## src/rtl/fetch_unit.sv

```systemverilog
// Instruction fetch stage: fetch PC, request/response handshake, in-order instruction queue, redirect drain.
// Optional macro FETCH_MISALIGN_CHECK_EN traps misaligned redirect targets via misalign_fault.
module fetch_unit #(
  parameter logic [31:0] RESET_PC    = 32'h0000_0000,
  parameter int          QUEUE_DEPTH = 2
) (
  input  logic        clk,
  input  logic        rst,
  output logic        imem_req,
  output logic [31:0] imem_addr,
  input  logic        imem_ready,
  input  logic        imem_rvalid,
  input  logic [31:0] imem_rdata,
  input  logic        redirect,
  input  logic [31:0] redirect_pc,
  input  logic        stall,
  output logic [31:0] next_instruction,
  output logic [31:0] pc_out,
  output logic        inst_valid,
  output logic        misalign_fault
);
  localparam int PW = $clog2(QUEUE_DEPTH);
  localparam int CW = PW + 1;
  localparam logic [31:0] NOP = 32'h0000_0013;

  typedef enum logic [1:0] {BOOT = 2'b00, RUN = 2'b01, DRAIN = 2'b10} state_t;

  state_t        state_r;
  logic [31:0]   fetch_pc_r;
  logic [31:0]   last_pc_r;
  logic [CW-1:0] outstanding_r;
  logic [CW-1:0] count_r;
  logic [PW-1:0] q_head_r;
  logic [PW-1:0] q_tail_r;
  logic [PW-1:0] if_head_r;
  logic [PW-1:0] if_tail_r;
  logic [31:0]   q_inst_r [QUEUE_DEPTH];
  logic [31:0]   q_pc_r   [QUEUE_DEPTH];
  logic [31:0]   if_pc_r  [QUEUE_DEPTH];
  logic          fault_r;

  logic [31:0]   target_s;
  logic          misalign_s;
  logic          has_head_s;
  logic          pop_s;
  logic          resp_s;
  logic          push_s;
  logic          req_s;
  logic          accept_s;
  logic [CW:0]   credit_sum_s;
  logic [CW-1:0] drop_s;

`ifdef FETCH_MISALIGN_CHECK_EN
  assign target_s       = redirect_pc;
  assign misalign_s     = (redirect_pc[1:0] != 2'b00);
  assign misalign_fault = fault_r;
`else
  assign target_s       = redirect_pc & 32'hFFFF_FFFC;
  assign misalign_s     = 1'b0;
  assign misalign_fault = 1'b0;
`endif

  assign has_head_s   = (count_r != {CW{1'b0}});
  assign pop_s        = has_head_s && !stall;
  assign resp_s       = imem_rvalid && (outstanding_r != {CW{1'b0}});
  assign push_s       = (state_r == RUN) && resp_s && !redirect;
  // An entry popped this cycle is free before any new request can be answered.
  assign credit_sum_s = {1'b0, outstanding_r} + {1'b0, count_r} - {{CW{1'b0}}, pop_s};
  assign req_s        = (state_r == RUN) && !redirect && !fault_r &&
                        (credit_sum_s < (CW+1)'(QUEUE_DEPTH));
  assign accept_s     = req_s && imem_ready;
  assign drop_s       = outstanding_r - {{(CW-1){1'b0}}, resp_s};

  assign imem_req         = req_s;
  assign imem_addr        = fetch_pc_r & 32'hFFFF_FFFC;
  assign next_instruction = has_head_s ? q_inst_r[q_head_r] : NOP;
  assign pc_out           = has_head_s ? q_pc_r[q_head_r] : last_pc_r;
  assign inst_valid       = has_head_s;

  // Fetch state machine, PC, credit counters, in-flight PC FIFO and instruction queue.
  always_ff @(posedge clk or negedge rst) begin
    if (!rst) begin
      state_r       <= BOOT;
      fetch_pc_r    <= RESET_PC;
      last_pc_r     <= RESET_PC;
      outstanding_r <= {CW{1'b0}};
      count_r       <= {CW{1'b0}};
      q_head_r      <= {PW{1'b0}};
      q_tail_r      <= {PW{1'b0}};
      if_head_r     <= {PW{1'b0}};
      if_tail_r     <= {PW{1'b0}};
      fault_r       <= 1'b0;
      for (int i = 0; i < QUEUE_DEPTH; i++) begin
        q_inst_r[i] <= NOP;
        q_pc_r[i]   <= 32'h0000_0000;
        if_pc_r[i]  <= 32'h0000_0000;
      end
    end else begin
      last_pc_r <= pc_out;
      if (redirect) begin
        fetch_pc_r    <= target_s;
        fault_r       <= misalign_s;
        count_r       <= {CW{1'b0}};
        q_head_r      <= {PW{1'b0}};
        q_tail_r      <= {PW{1'b0}};
        if_head_r     <= {PW{1'b0}};
        if_tail_r     <= {PW{1'b0}};
        outstanding_r <= drop_s;
        state_r       <= (drop_s != {CW{1'b0}}) ? DRAIN : RUN;
      end else begin
        case (state_r)
          BOOT: begin
            state_r <= RUN;
          end
          RUN: begin
            if (accept_s) begin
              fetch_pc_r          <= fetch_pc_r + 32'd4;
              if_pc_r[if_tail_r]  <= imem_addr;
              if_tail_r           <= if_tail_r + {{(PW-1){1'b0}}, 1'b1};
            end
            if (push_s) begin
              q_inst_r[q_tail_r] <= imem_rdata;
              q_pc_r[q_tail_r]   <= if_pc_r[if_head_r];
              q_tail_r           <= q_tail_r + {{(PW-1){1'b0}}, 1'b1};
              if_head_r          <= if_head_r + {{(PW-1){1'b0}}, 1'b1};
            end
            if (pop_s) begin
              q_head_r <= q_head_r + {{(PW-1){1'b0}}, 1'b1};
            end
            outstanding_r <= outstanding_r + {{(CW-1){1'b0}}, accept_s}
                                           - {{(CW-1){1'b0}}, push_s};
            count_r       <= count_r + {{(CW-1){1'b0}}, push_s}
                                     - {{(CW-1){1'b0}}, pop_s};
          end
          DRAIN: begin
            outstanding_r <= drop_s;
            if (drop_s == {CW{1'b0}}) begin
              state_r <= RUN;
            end
          end
          default: begin
            state_r <= BOOT;
          end
        endcase
      end
    end
  end
endmodule
```

## config.mk

```make
export PLATFORM = sky130hd
export DESIGN_NAME = fetch_unit
export DESIGN_NICKNAME = d
export VERILOG_FILES = /design/src/rtl/fetch_unit.sv
export SDC_FILE = /design/constraint.sdc
export NUM_CORES = 1
export LEC_CHECK = 0
export ABC_AREA = 1
export BUFFER_PORTS_ARGS = -buffer_cell sky130_fd_sc_hd__buf_2
export CORE_MARGIN = 2
export CORE_UTILIZATION = 54
export CTS_BUF_LIST = sky130_fd_sc_hd__clkbuf_4
export DETAILED_ROUTE_END_ITERATION = 7
export GPL_ROUTABILITY_DRIVEN = 0
export HOLD_SLACK_MARGIN = 0.06
export PLACE_DENSITY_LB_ADDON = 0.05
export SLEW_MARGIN = 10
export SYNTH_ARGS = -nofsm -noshare
export SYNTH_HDL_FRONTEND = slang
export SYNTH_SLANG_ARGS = --single-unit
```

## constraint.sdc

```tcl
create_clock -name clk -period 3 [get_ports clk]
set_clock_uncertainty 0.2 [all_clocks]
set_input_delay 0.6 -clock clk [delete_from_list [all_inputs] [get_ports clk]]
set_output_delay 0.6 -clock clk [all_outputs]
set_load 0.005 [all_outputs]
```

==> flow_metrics.tcl <==
set metrics [dict create \
    synth_warnings 0 \
    die_y_um 153 \
    grt_setup_unrepaired "yes" \
    grt_pass1_wl_mm 51.2 \
    ant_nets 0 \
    wl_per_cell_um 15.1 \
    violations "negative setup slack" \
    fin_nets 1870 \
    vias 10900 \
    seqCellArea_um2 6420 \
    clockBufferDepth 3 \
    cts_tree "yes" \
    htreeDepth 3 \
    drt_iter0_markers 644 \
    finalHoldViolations 0 \
    crit_path_end_kind "primary output" \
    cap_violations 0 \
    seq_area_frac_synth 0.533 \
    start_kind "register" \
    ys_types 35 \
    placedCellCount 1914 \
    stdcell_count 2121 \
    antenna_found_initial 1 \
    synthToLayoutAreaGrowth_pct 26.1 \
    syn_inst 1518 \
    peakVddDrop_mv 0.339 \
    multi_input_area_um2 5080 \
    avgSynthCellArea_um2 7.93 \
    crit_arrival_ns 2.24 \
    route.detailed.drc 0 \
    portBuffers 163 \
    io_pins 169 \
    period_minus_slack_ns 3.04 \
    insertion_delay_ns 0.64 \
    synth_area_leaders "dfrtp_1 52%, nand2_1 20%, a21oi_1 3.8%" \
    maxSlewHeadroom 0.344 \
    p_leak_nw 7.90 \
    design_area_um2 15200 \
    fp.dieArea_um2 23500 \
    n_fill_cell 1883 \
    die_w_um 153 \
    reg2reg_depth 10 \
    initial_core_util 0.550 \
    grt_use_total 0.267 \
    coreArea_um2 21900 \
    grt_pass1_vias 10400 \
    setup_viol 1 \
    cts_sinks 256 \
    final_max_slew_viol_count 0 \
    place_hpwl_mm 18.9 \
    grt_overflow 0 \
    path_max_fanout 3 \
    hold_path_depth 4 \
    netlist.area_leader.share 0.519 \
    via_per_inst 5.15 \
    cp_slowest_cell "fa_2" \
    cts.clk_slew.worst_paths_ns 0.05 \
    num_rows 54 \
    path_class "register to primary output" \
    placed_area_um2 13100 \
    synth-seq-cells 256 \
    setup_ws_ns -0.0354 \
    syn-cell-area_um2 12000 \
    cts_made_buffers 71 \
    outcome "finished with violations" \
    holdCritPathClass "input pin to register" \
    finalCritPeriodShare 1.01 \
    dp_slack_ns -0.0634 \
    worstMarginPinSlew_ns 0.983 \
    fin_setup_tns_ns -0.0354 \
    drive_gt1_frac 0.251 \
    slowest_delay_ns 0.58 \
    holdWs_ns 0.142 \
    yosys.area.top_type "dfrtp_1" \
    drt_wl_total_mm 32.1 \
    root_buffer "clkbuf_4" \
    worstPathCellList "inv_2 > ha_4 > fa_2 > nand3_4 > nor2_4 > buf_2" \
    p_per_area_nw_per_um2 767 \
    critical_path_required_ns 2.20 \
    max_freq_mhz 329 \
    grt_max_degree 96 \
    dr.pass1.iters 5 \
]
==> cell families (layout without fill, tap and decap cells) <==
family | Yosys count | in the layout | synth area share
flip-flops | 256 | 256 | 0.533
other | 1 | 4 | 0.000311
adder cells (fa/ha/maj) | 8 | 8 | 0.00893
AO/OA/AOI/OAI | 251 | 251 | 0.117
XOR/XNOR | 5 | 5 | 0.00364
AND/OR/NAND/NOR | 818 | 819 | 0.269
buffers and inverters | 179 | 498 | 0.0690
==> what timing repair did <==
action,in CTS,in global routing
endpoints found under the hold margin,151,0
buffers inserted,7,10
gates cloned,2,7
hold buffers,61,0
setup endpoints to repair,61,99
pin swaps,6,8
gates resized for setup,17,64
==> synth_stat cells <==
cell type,instances
a21oi_1,92
and2_1,2
buf_1,1
buf_2,25
buf_4,4
buf_6,15
clkbuf_1,35
conb_1,1
dfrtp_1,250
dfstp_2,6
fa_1,1
ha_1,7
inv_1,95
inv_2,4
nand2_1,656
nand2_2,6
nand2_4,1
nand2_8,1
nand3_1,47
nor2_1,90
nor2_2,2
nor2_4,4
nor3_1,3
nor3_4,1
nor4_1,1
o211ai_1,11
o21ai_0,58
o21ai_1,56
o21ai_2,31
o21bai_1,1
o221ai_1,1
o22ai_1,1
or2_2,4
xnor2_1,2
xor2_1,3
==> critical path, delay by kind of cell, from the launching register on <==
kind / cells / cell delay, ns
flip-flops: 1 / 0.43
buffers and inverters: 2 / 0.21
adder cells (fa/ha/maj): 2 / 0.78
AND/OR/NAND/NOR: 2 / 0.18
==> flip-flops by register name (all words and copies together), names as in the netlist <==
name	count
if_pc_r	60
q_head_r	1
state_r	2
outstanding_r	2
fetch_pc_r	30
count_r	2
if_head_r	1
q_inst_r	64
last_pc_r	32
if_tail_r	1
q_tail_r	1
q_pc_r	60
==> layer usage <==
layer / GRT usage / vias up / share of wire
met5: 0 / - / 0
met4: 0.0852 / 0 / 0.017
met3: 0.0442 / 50 / 0.054
met2: 0.417 / 338 / 0.46
met1: 0.385 / 5159 / 0.47
li1: - / 5379 / -
==> stage by stage <==
step	util	total power, mW
after CTS	0.675	11.4
after global placement	0.599	8.01
final	0.694	11.7
after global routing	0.694	12.5
after floorplan	-	7.01
after detailed placement	0.599	8.11
==> cell type report <==
| cell class | count | share of cell area |
|---|---|---|
| Multi-Input combinational cell | 1086 | 0.334 |
| Sequential cell | 256 | 0.422 |
| Inverter | 99 | 0.0253 |
| Clock buffer | 112 | 0.0553 |
| Timing Repair Buffer | 278 | 0.137 |
| Tap cell | 280 | 0.0231 |
| Clock inverter | 9 | 0.00231 |
| Antenna cell | 1 | 0.000165 |
==> cells in the final DEF (no fill, tap or decap), drive strengths merged <==
| cell | count |
|---|---|
| o221ai | 1 |
| nand2 | 665 |
| o22ai | 1 |
| fa | 1 |
| xnor2 | 2 |
| nand3 | 47 |
| o211ai | 11 |
| xor2 | 3 |
| buf | 212 |
| clkbuf | 117 |
| ha | 7 |
| and2 | 2 |
| clkinv | 6 |
| conb | 3 |
| inv | 102 |
| nor4 | 1 |
| a21oi | 92 |
| dfrtp | 250 |
| o21ai | 145 |
| dlygate4sd3 | 61 |
| dfstp | 6 |
| or2 | 4 |
| nor3 | 4 |
| o21bai | 1 |
| diode | 1 |
| nor2 | 96 |
==> power breakdown <==
part	switching [mW]	internal (mW)	leakage [nW]
Clock	1.39	1.68	0.540
Sequential	0.593	4.48	3.34
Combinational	2.05	1.48	4.02
==> final timing paths <==
check,from,to,slack (ns)
min in group asynchronous,rst,q_inst_r[60],0.29
max reg2reg,count_r[1],if_pc_r[61],0.18
max in group asynchronous,rst,count_r[0],1.52
min reg2reg,q_inst_r[0],q_inst_r[0],0.27
max,count_r[1],imem_req,-0.04
min,redirect_pc[17],fetch_pc_r[17],0.14
(Power assumes the default switching activity.)
